$ cat config.mk
export PLATFORM = sky130hd
export DESIGN_NAME = network_output_serializer
export DESIGN_NICKNAME = d
export VERILOG_FILES = /design/src/rtl/nn_pkg.sv /design/src/rtl/network_output_serializer.sv
export SDC_FILE = /design/constraint.sdc
export NUM_CORES = 1
export LEC_CHECK = 0
export CAP_MARGIN = 20
export CORE_ASPECT_RATIO = 1.1
export CORE_UTILIZATION = 45
export CTS_CLUSTER_DIAMETER = 40
export CTS_CLUSTER_SIZE = 10
export DETAILED_ROUTE_END_ITERATION = 6
export GPL_TIMING_DRIVEN = 0
export PLACE_DENSITY_LB_ADDON = 0.12
export SLEW_MARGIN = 40
export SYNTH_ARGS = -nofsm -noshare
export SYNTH_HDL_FRONTEND = slang
export SYNTH_SLANG_ARGS = --single-unit
export TNS_END_PERCENT = 30
$ cat constraint.sdc
create_clock -name clk -period 1.9 [get_ports clk]
set_input_delay 0.38 -clock clk [delete_from_list [all_inputs] [get_ports clk]]
set_output_delay 0.38 -clock clk [all_outputs]
set_load 0.01 [all_outputs]
$ cat src/rtl/nn_pkg.sv
// +----------------------------------------------------------------------------+
// | Package : nn_pkg                                                           |
// | Brief   : Shared constants, state type and helpers for the neural-network  |
// |           datapath blocks.                                                 |
// | Rev     : 1.0  initial release                                             |
// +----------------------------------------------------------------------------+
`default_nettype none

package nn_pkg;

    // Default width of one neuron output / one link word
    localparam int c_DATA_W = 8;

    // Output serializer control states
    typedef enum logic [1:0] {
        IDLE = 2'd0,
        SEND = 2'd1,
        DONE = 2'd2
    } ser_state_t;

    // Number of words in one transmitted frame (optional trailing checksum)
    function automatic int frame_len(input int n_out, input bit cks_en);
        return cks_en ? (n_out + 1) : n_out;
    endfunction

endpackage

`default_nettype wire

$ cat src/rtl/network_output_serializer.sv
// +----------------------------------------------------------------------------+
// | Module  : network_output_serializer                                        |
// | Brief   : Captures N_OUT final-layer neuron outputs on a strobe and streams |
// |           them over a valid/ready link, highest neuron first.              |
// |           Optional macro NW_OUT_CHECKSUM_EN appends an XOR checksum word.  |
// | Rev     : 1.0  initial release                                             |
// +----------------------------------------------------------------------------+
`default_nettype none

module network_output_serializer
    import nn_pkg::*;
#(
    parameter int DATA_W = c_DATA_W,
    parameter int N_OUT  = 4
) (
    input  logic                    clk,
    input  logic                    rstn,
    input  logic                    capture_i,
    input  logic [N_OUT*DATA_W-1:0] neuron_out_i,
    output logic [DATA_W-1:0]       tx_data_o,
    output logic                    tx_valid_o,
    input  logic                    tx_ready_i,
    output logic                    tx_last_o,
    output logic                    busy_o,
    output logic                    done_o,
    output logic                    drop_o
);

`ifdef NW_OUT_CHECKSUM_EN
    localparam bit c_CKS_EN = 1'b1;
`else
    localparam bit c_CKS_EN = 1'b0;
`endif

    localparam int                 c_FRAME_LEN = frame_len(N_OUT, c_CKS_EN);
    localparam int                 c_IDX_W     = $clog2(N_OUT + 1);
    localparam logic [c_IDX_W-1:0] c_LAST_IDX  = c_IDX_W'(c_FRAME_LEN - 1);

    ser_state_t                r_state;
    ser_state_t                w_state_nxt;
    logic [c_IDX_W-1:0]        r_idx;
    logic [N_OUT*DATA_W-1:0]   r_buf;
    logic [DATA_W-1:0]         r_tx_data;
    logic                      w_load;
    logic                      w_hs;
    logic [c_IDX_W-1:0]        w_next_idx;
    logic [DATA_W-1:0]         w_next_word;

`ifdef NW_OUT_CHECKSUM_EN
    logic [DATA_W-1:0]         w_cks;

    // XOR of every captured word, sent as the trailing frame word
    always_comb begin
        w_cks = '0;
        for (int k = 0; k < N_OUT; k++) begin
            w_cks = w_cks ^ r_buf[k*DATA_W +: DATA_W];
        end
    end
`endif

    // Word presented after the current one: word i carries neuron N_OUT-1-i
    always_comb begin
        w_next_idx  = r_idx + c_IDX_W'(1);
        w_next_word = '0;
        for (int k = 0; k < N_OUT; k++) begin
            if (w_next_idx == c_IDX_W'(k)) begin
                w_next_word = r_buf[(N_OUT-1-k)*DATA_W +: DATA_W];
            end
        end
`ifdef NW_OUT_CHECKSUM_EN
        if (w_next_idx == c_IDX_W'(N_OUT)) begin
            w_next_word = w_cks;
        end
`endif
    end

    // State register
    always_ff @(posedge clk) begin
        if (!rstn) begin
            r_state <= IDLE;
        end else begin
            r_state <= w_state_nxt;
        end
    end

    // Next-state and link/status outputs; a capture while busy is reported and ignored
    always_comb begin
        w_state_nxt = r_state;
        w_load      = 1'b0;
        w_hs        = 1'b0;
        tx_valid_o  = 1'b0;
        tx_last_o   = 1'b0;
        busy_o      = 1'b0;
        done_o      = 1'b0;
        case (r_state)
            IDLE: begin
                if (capture_i) begin
                    w_load      = 1'b1;
                    w_state_nxt = SEND;
                end
            end
            SEND: begin
                tx_valid_o = 1'b1;
                busy_o     = 1'b1;
                tx_last_o  = (r_idx == c_LAST_IDX);
                w_hs       = tx_ready_i;
                if (w_hs && tx_last_o) begin
                    w_state_nxt = DONE;
                end
            end
            DONE: begin
                busy_o      = 1'b1;
                done_o      = 1'b1;
                w_state_nxt = IDLE;
            end
            default: begin
                w_state_nxt = IDLE;
            end
        endcase
        drop_o = capture_i && busy_o;
    end

    // Capture buffer, word index and output word; data holds when not advancing
    always_ff @(posedge clk) begin
        if (!rstn) begin
            r_buf     <= '0;
            r_idx     <= '0;
            r_tx_data <= '0;
        end else if (w_load) begin
            r_buf     <= neuron_out_i;
            r_idx     <= '0;
            r_tx_data <= neuron_out_i[(N_OUT-1)*DATA_W +: DATA_W];
        end else if (w_hs && !tx_last_o) begin
            r_idx     <= w_next_idx;
            r_tx_data <= w_next_word;
        end
    end

    assign tx_data_o = r_tx_data;

endmodule

`default_nettype wire

==> results of run 1 <==
[sequential cells by signal, summed over array words and instances (netlist names)]
name / count
r_idx: 3
r_state: 2
tx_data_o: 8
r_buf: 32
[cells in the final DEF (no fill, tap or decap), types with 5 or more instances in the layout]
cell type,count
a21boi_0,32
a21oi_1,9
a311oi_1,6
buf_2,5
clkbuf_1,8
clkbuf_2,5
clkbuf_8,6
clkdlybuf4s50_1,44
dfxtp_1,41
ha_1,9
inv_1,6
nand2_1,89
nor2_1,11
o21ai_0,16
o221ai_1,7
[through the flow]
step | hold slack [ps] | area [µm²]
global route | 490.6 | 2875
finish | 467.0 | 2875
CTS | 468.5 | 2834
floorplan | 439.4 | 2187
global placement | 451.7 | 2738
detailed placement | 456.8 | 2738
[Yosys cell counts (2+ instances only)]
cell type | count | share of area
ha_1 | 12 | 0.069
dfxtp_1 | 45 | 0.41
nand2_1 | 90 | 0.15
and2_1 | 3 | 0.0086
buf_2 | 5 | 0.011
and3_1 | 2 | 0.0057
buf_4 | 2 | 0.0069
a21boi_0 | 32 | 0.11
o221ai_1 | 7 | 0.028
mux2i_1 | 3 | 0.014
a21oi_1 | 9 | 0.021
nor2b_1 | 3 | 0.0086
a311oi_1 | 7 | 0.028
inv_1 | 6 | 0.010
clkbuf_1 | 11 | 0.019
o21ai_0 | 16 | 0.037
nor2_1 | 11 | 0.019
[worst paths after layout]
check        cells after the start            to  slack [ps]        from
max                              4        drop_o          70  r_state[0]
min                              2      r_buf[4]         470    r_buf[4]
max reg2reg                      8  tx_data_o[6]          80    r_idx[0]
min reg2reg                      2      r_buf[4]         470    r_buf[4]
[routing by layer]
| layer | routed length (µm) | global-route usage | vias up |
|---|---|---|---|
| li1 | - | - | 1039 |
| met1 | 2433 | 0.2988 | 977 |
| met2 | 2643 | 0.3954 | 49 |
| met3 | 231 | 0.05000 | 10 |
| met4 | 100 | 0.09028 | 0 |
| met5 | 0 | 0 | - |
[repair_timing]
item                                    in CTS  in global routing
resized for setup                           10                 14
endpoints found under the setup margin      11                 41
pin swaps                                    3                  1
buffers inserted                             0                  2
gates cloned                                 0                  0
[critical path: stages, from the launching register on]
cell,delay [ps]
dfxtp_2,360
inv_1,80
ha_1,300
and2_1,130
dlygate4sd2_1,270
[area by class of cell]
type | instances | area share
clock buffer | 7 | 0.03003
buffer | 20 | 0.03829
tap | 56 | 0.02437
timing repair buffer | 50 | 0.1719
sequential | 45 | 0.3159
inverter | 6 | 0.007833
multi-input combinational | 204 | 0.4117
[logic make-up after synthesis]
logic type	count (synthesis)	synth area share
buffers and inverters	26	0.05434
DFF	45	0.4119
and+or+nand+nor	113	0.2105
muxes	3	0.01373
AOI/OAI and AO/OA	75	0.2368
adders and majority gates	12	0.06865
xor gates and xnor gates	1	0.004005
[where the power goes]
part           internal [µW]  switching [µW]  total (µW)
combinational            571             665        1240
sequential              1140             115        1260
clock                    289             316         605
==> results.json, run 1 <==
{
  "ys_ff_latch": 45,
  "clock_skew_ps": 5.782,
  "io_pins": 49,
  "required_ps": 1520,
  "cts_buffers": 5,
  "die_x_um": 68.47,
  "setup_viol_count_final": 0,
  "synth.avg_cell_area_um2": 7.953,
  "drc": 0,
  "wl_per_cell_um": 13.94,
  "cp_max_fo": 4,
  "async_reset_ff_frac": 0,
  "antenna_found_initial": 0,
  "tightestPinTransition_ps": 440.4,
  "vias": 2075,
  "fin_crit_sh": 0.9611,
  "yosysSeqAreaShare": 0.4119,
  "path_class": "reg -> out",
  "crit_arrival_ps": 1450,
  "synthFlopType": "dfxtp_1",
  "initial_utilization": 0.4701,
  "maxCapViolations": 0,
  "fill_cells": 431,
  "peakVddDrop_v": 0.0005596,
  "clockBufferDepth": 2,
  "final.setup.worst_slack_ps": 73.94,
  "outcome": "completed",
  "multiInputGateArea_um2": 1184,
  "syn_area_um2": 2187,
  "fmax_mhz": 547.6,
  "synth-edff-count": 0,
  "setup_tns_ps": 0,
  "synthCells": 275,
  "core_region_area_um2": 4652,
  "wirelength_um": 5409,
  "drt_pass1_iterations": 4,
  "cts_num_sinks": 45,
  "die-area_um2": 5143,
  "drive_above_1_share": 0.09036,
  "final_cells": 388,
  "insertion_delay_ps": 300,
  "row_count": 26,
  "hp-class": "reg -> reg",
  "power_density_nw_per_um2": 1078,
  "cts_max_level": 2,
  "final_nets": 380,
  "numPortBuffers": 48,
  "drtIter0Drc": 112,
  "drv_slew": 0,
  "rsz0062_at_grt": "true",
  "cp-end-kind": "output pin",
  "root_buffer": "clkbuf_8",
  "cp-start-kind": "register",
  "synthDistinctLibCells": 28,
  "place_hpwl_um": 3989,
  "hold_viol_final": 0,
  "dp_cells": 379,
  "vias_per_cell": 5.348,
  "synth_fp_nets": 323,
  "clk_pin_slew_ps": 80,
  "p_leak_uw": 0.001110,
  "areaGrowthSynthToFinish_pct": 31.46,
  "p_total_uw": 3099,
  "grt_pass1_wl_um": 8914,
  "grt_pass1_vias": 1950,
  "n_antenna_cell": 0,
  "post-place-ws_ps": -108.2,
  "regArea_um2": 908.4,
  "detail-route-antenna-nets": 0,
  "postLayoutCoreUtil": 0.6181,
  "grt-ovfl-total": 0,
  "hold_buffers": 0,
  "relSlewSlack": 0.7064,
  "yosysWarnings": 0,
  "cts_tree": "yes",
  "grt.total_usage": 0.2376,
  "period_minus_slack_ps": 1826,
  "die_h_um": 75.12,
  "grt_max_degree": 13,
  "gp_congestion": 0.8500
}
Power figures use the tool's default switching activity.
==> run 2, diff against run 1 <==
--- a/config.mk
+++ b/config.mk
@@ -5,8 +5,8 @@
 export SDC_FILE = /design/constraint.sdc
 export NUM_CORES = 1
 export LEC_CHECK = 0
+export ABC_AREA = 1
 export CAP_MARGIN = 20
-export CORE_ASPECT_RATIO = 1.1
 export CORE_UTILIZATION = 45
 export CTS_CLUSTER_DIAMETER = 40
 export CTS_CLUSTER_SIZE = 10
==> run 2 against run 1 <==
Compared with the run above:
- fmax fell by 0.85%
- non-clock buffer count decreased by 3
- core utilization grew 0.80 points
- setup slack worse by 16 ps
- critical path depth down 1
- via count rose by 5.0%
- wire length grew 2.5%
- clock skew is 1.2 ps lower
- largest cell class unchanged
==> results.json, run 2 <==
{
  "post-place-ws_ps": -46.50,
  "synth.avg_cell_area_um2": 7.154,
  "crit_arrival_ps": 1460,
  "power_density_nw_per_um2": 1333,
  "cp_max_fo": 4,
  "cts_tree": "yes",
  "peakVddDrop_v": 0.0006368,
  "final_nets": 430,
  "largest_register_ffs": 32,
  "synth_top_area_share": 0.3863,
  "vias_per_cell": 4.840,
  "path_class": "reg -> out",
  "gp_congestion": 0.8855,
  "dp_cells": 441,
  "outcome": "completed",
  "relSlewSlack": 0.6998,
  "synth.most_common_cell": "nand2_1",
  "rsz0062_at_grt": "true",
  "async_reset_ff_frac": 0,
  "yosysSeqAreaShare": 0.3863,
  "n_antenna_cell": 0,
  "hold_buffers": 0,
  "fill_cells": 465,
  "synthFlopType": "dfxtp_1",
  "path_cells": "inv_1 -> ha_1 -> clkdlybuf4s50_1",
  "fin_crit_sh": 0.9693,
  "vias": 2178,
  "yosys-top-cells-count": "52 x nand2_1, 45 x dfxtp_1, 42 x inv_1",
  "die-area_um2": 5475,
  "initial_utilization": 0.4810,
  "drtIter0Drc": 120,
  "drc": 0,
  "clk_pin_slew_ps": 80,
  "grt.total_usage": 0.2216,
  "hp-class": "reg -> reg",
  "grt_use_met1": 0.3055,
  "fmax_mhz": 543.0,
  "cp-start-kind": "register",
  "yosysWarnings": 0,
  "cts_max_level": 2,
  "drive_above_1_share": 0.1044,
  "slowest_stage": "clkdlybuf4s50_1",
  "insertion_delay_ps": 300,
  "ys_top_cells_by_area": "dfxtp_1 39%, nand2_1 8.4%, nand3_1 7.9%",
  "place_hpwl_um": 4157,
  "grt_use_met2": 0.3475,
  "io_pins": 49,
  "period_minus_slack_ps": 1842,
  "grt_pass1_vias": 1986,
  "drv_slew": 0,
  "clockBufferDepth": 2,
  "grt_busiest_layer": "met2",
  "areaGrowthSynthToFinish_pct": 30.15,
  "synth-edff-count": 0,
  "p_leak_uw": 0.001388,
  "root_buffer": "clkbuf_8",
  "ys_ff_latch": 45,
  "wirelength_um": 5544,
  "hold_viol_final": 0,
  "cp-end-kind": "output pin",
  "grt-ovfl-total": 0,
  "maxCapViolations": 0,
  "synth_fp_nets": 374,
  "hold-worst-slack_ps": 459.2,
  "layout_common_cells": "52 x nand2_1, 45 x clkdlybuf4s50_1, 42 x dfxtp_1, 41 x inv_1, 37 x nand3_1",
  "synthDistinctLibCells": 23,
  "final.setup.worst_slack_ps": 58.32,
  "cts_num_sinks": 45,
  "critPathMaxStageDelay_ps": 530,
  "antenna_found_initial": 0,
  "synth_top_area_cell": "dfxtp_1",
  "grt_pass1_wl_um": 9163,
  "core_region_area_um2": 4848,
  "largest-register": "r_buf",
  "cts_buffers": 5,
  "numPortBuffers": 48,
  "synthCells": 326,
  "required_ps": 1520,
  "die_h_um": 73.99,
  "grt_util_met3": 0.05014,
  "row_count": 25,
  "final_cells": 450,
  "tightestPinTransition_ps": 450.2,
  "grt_max_degree": 14,
  "layout_commonest_cell": "nand2_1",
  "detail-route-antenna-nets": 0,
  "clock_skew_ps": 4.557,
  "syn_area_um2": 2332,
  "die_x_um": 73.99,
  "drt_pass1_iterations": 4,
  "wl_per_cell_um": 12.32,
  "setup_viol_count_final": 0
}
[run 2: cell count changes in the layout (fill, tap and decap cells not counted), moves of 22 or more]
cell and delta:
nor2_1 +25, a21oi_1 +22, inv_1 +35, nand2_1 -37
a21boi_0 -32, nand3_1 +37
[run 2: cell type report]
class,count,area (µm²),share of cell area
buffer,18,127.6,0.04204
clock buffer,7,86.33,0.02844
clock inverter,1,30.03,0.009893
inverter,45,168.9,0.05565
multi-input combinational,218,1150,0.3788
sequential,45,904.6,0.2980
tap,67,83.83,0.02762
timing repair buffer,49,484.2,0.1595
[run 2: path summary, 6_finish.rpt]
kind | from | to | slack, ps | cells after the start
setup / recovery | r_state[0] | done_o | 60 | 3
hold / removal | r_buf[2] | r_buf[2] | 460 | 2
setup reg to reg | r_idx[0] | tx_data_o[5] | 140 | 9
hold reg to reg | r_buf[2] | r_buf[2] | 460 | 2
[run 2: repair_timing]
action / in CTS / in global routing
buffers inserted: 1 / 0
setup endpoints to repair: 4 / 2
resized for setup: 9 / 1
[run 2: metal layers]
metal | vias up | wire length (µm)
met1 | 967 | 2736
met3 | 6 | 237
met4 | 0 | 60
met2 | 53 | 2509
met5 | - | 0
li1 | 1152 | -
[run 2: cell families (layout without fill, tap and decap cells)]
group / after synthesis / count (layout) / share of synthesized area
buf+inv: 63 / 120 / 0.1271
compound gates: 73 / 73 / 0.1647
flops: 45 / 45 / 0.3863
simple gates: 133 / 133 / 0.2575
fa+ha+maj: 12 / 12 / 0.06438
[run 2: through the flow]
stage	setup TNS [ps]	utilization	area (µm²)	total power, µW
after floorplan	0	-	2332	2643
after global placement	-40.65	0.5974	2897	3272
after detailed placement	-46.50	0.5974	2897	3305
after CTS	0	0.6261	3035	4058
after global routing	-4.282	0.6261	3035	4365
final	0	0.6261	3035	4046
[run 2: power by group]
group          total [µW]  leakage, µW  internal, µW  switching [µW]
Clock                 746    0.0000585           429             317
Combinational        1920     0.000957           804            1120
Sequential           1380     0.000373          1240             143
Total                4050      0.00139          2470            1580
[run 2: worst max-delay path, delay by kind of cell, from the launching register on]
| family | cells | cell delay, ps |
|---|---|---|
| buf+inv | 2 | 660 |
| flops | 1 | 350 |
| fa+ha+maj | 1 | 160 |
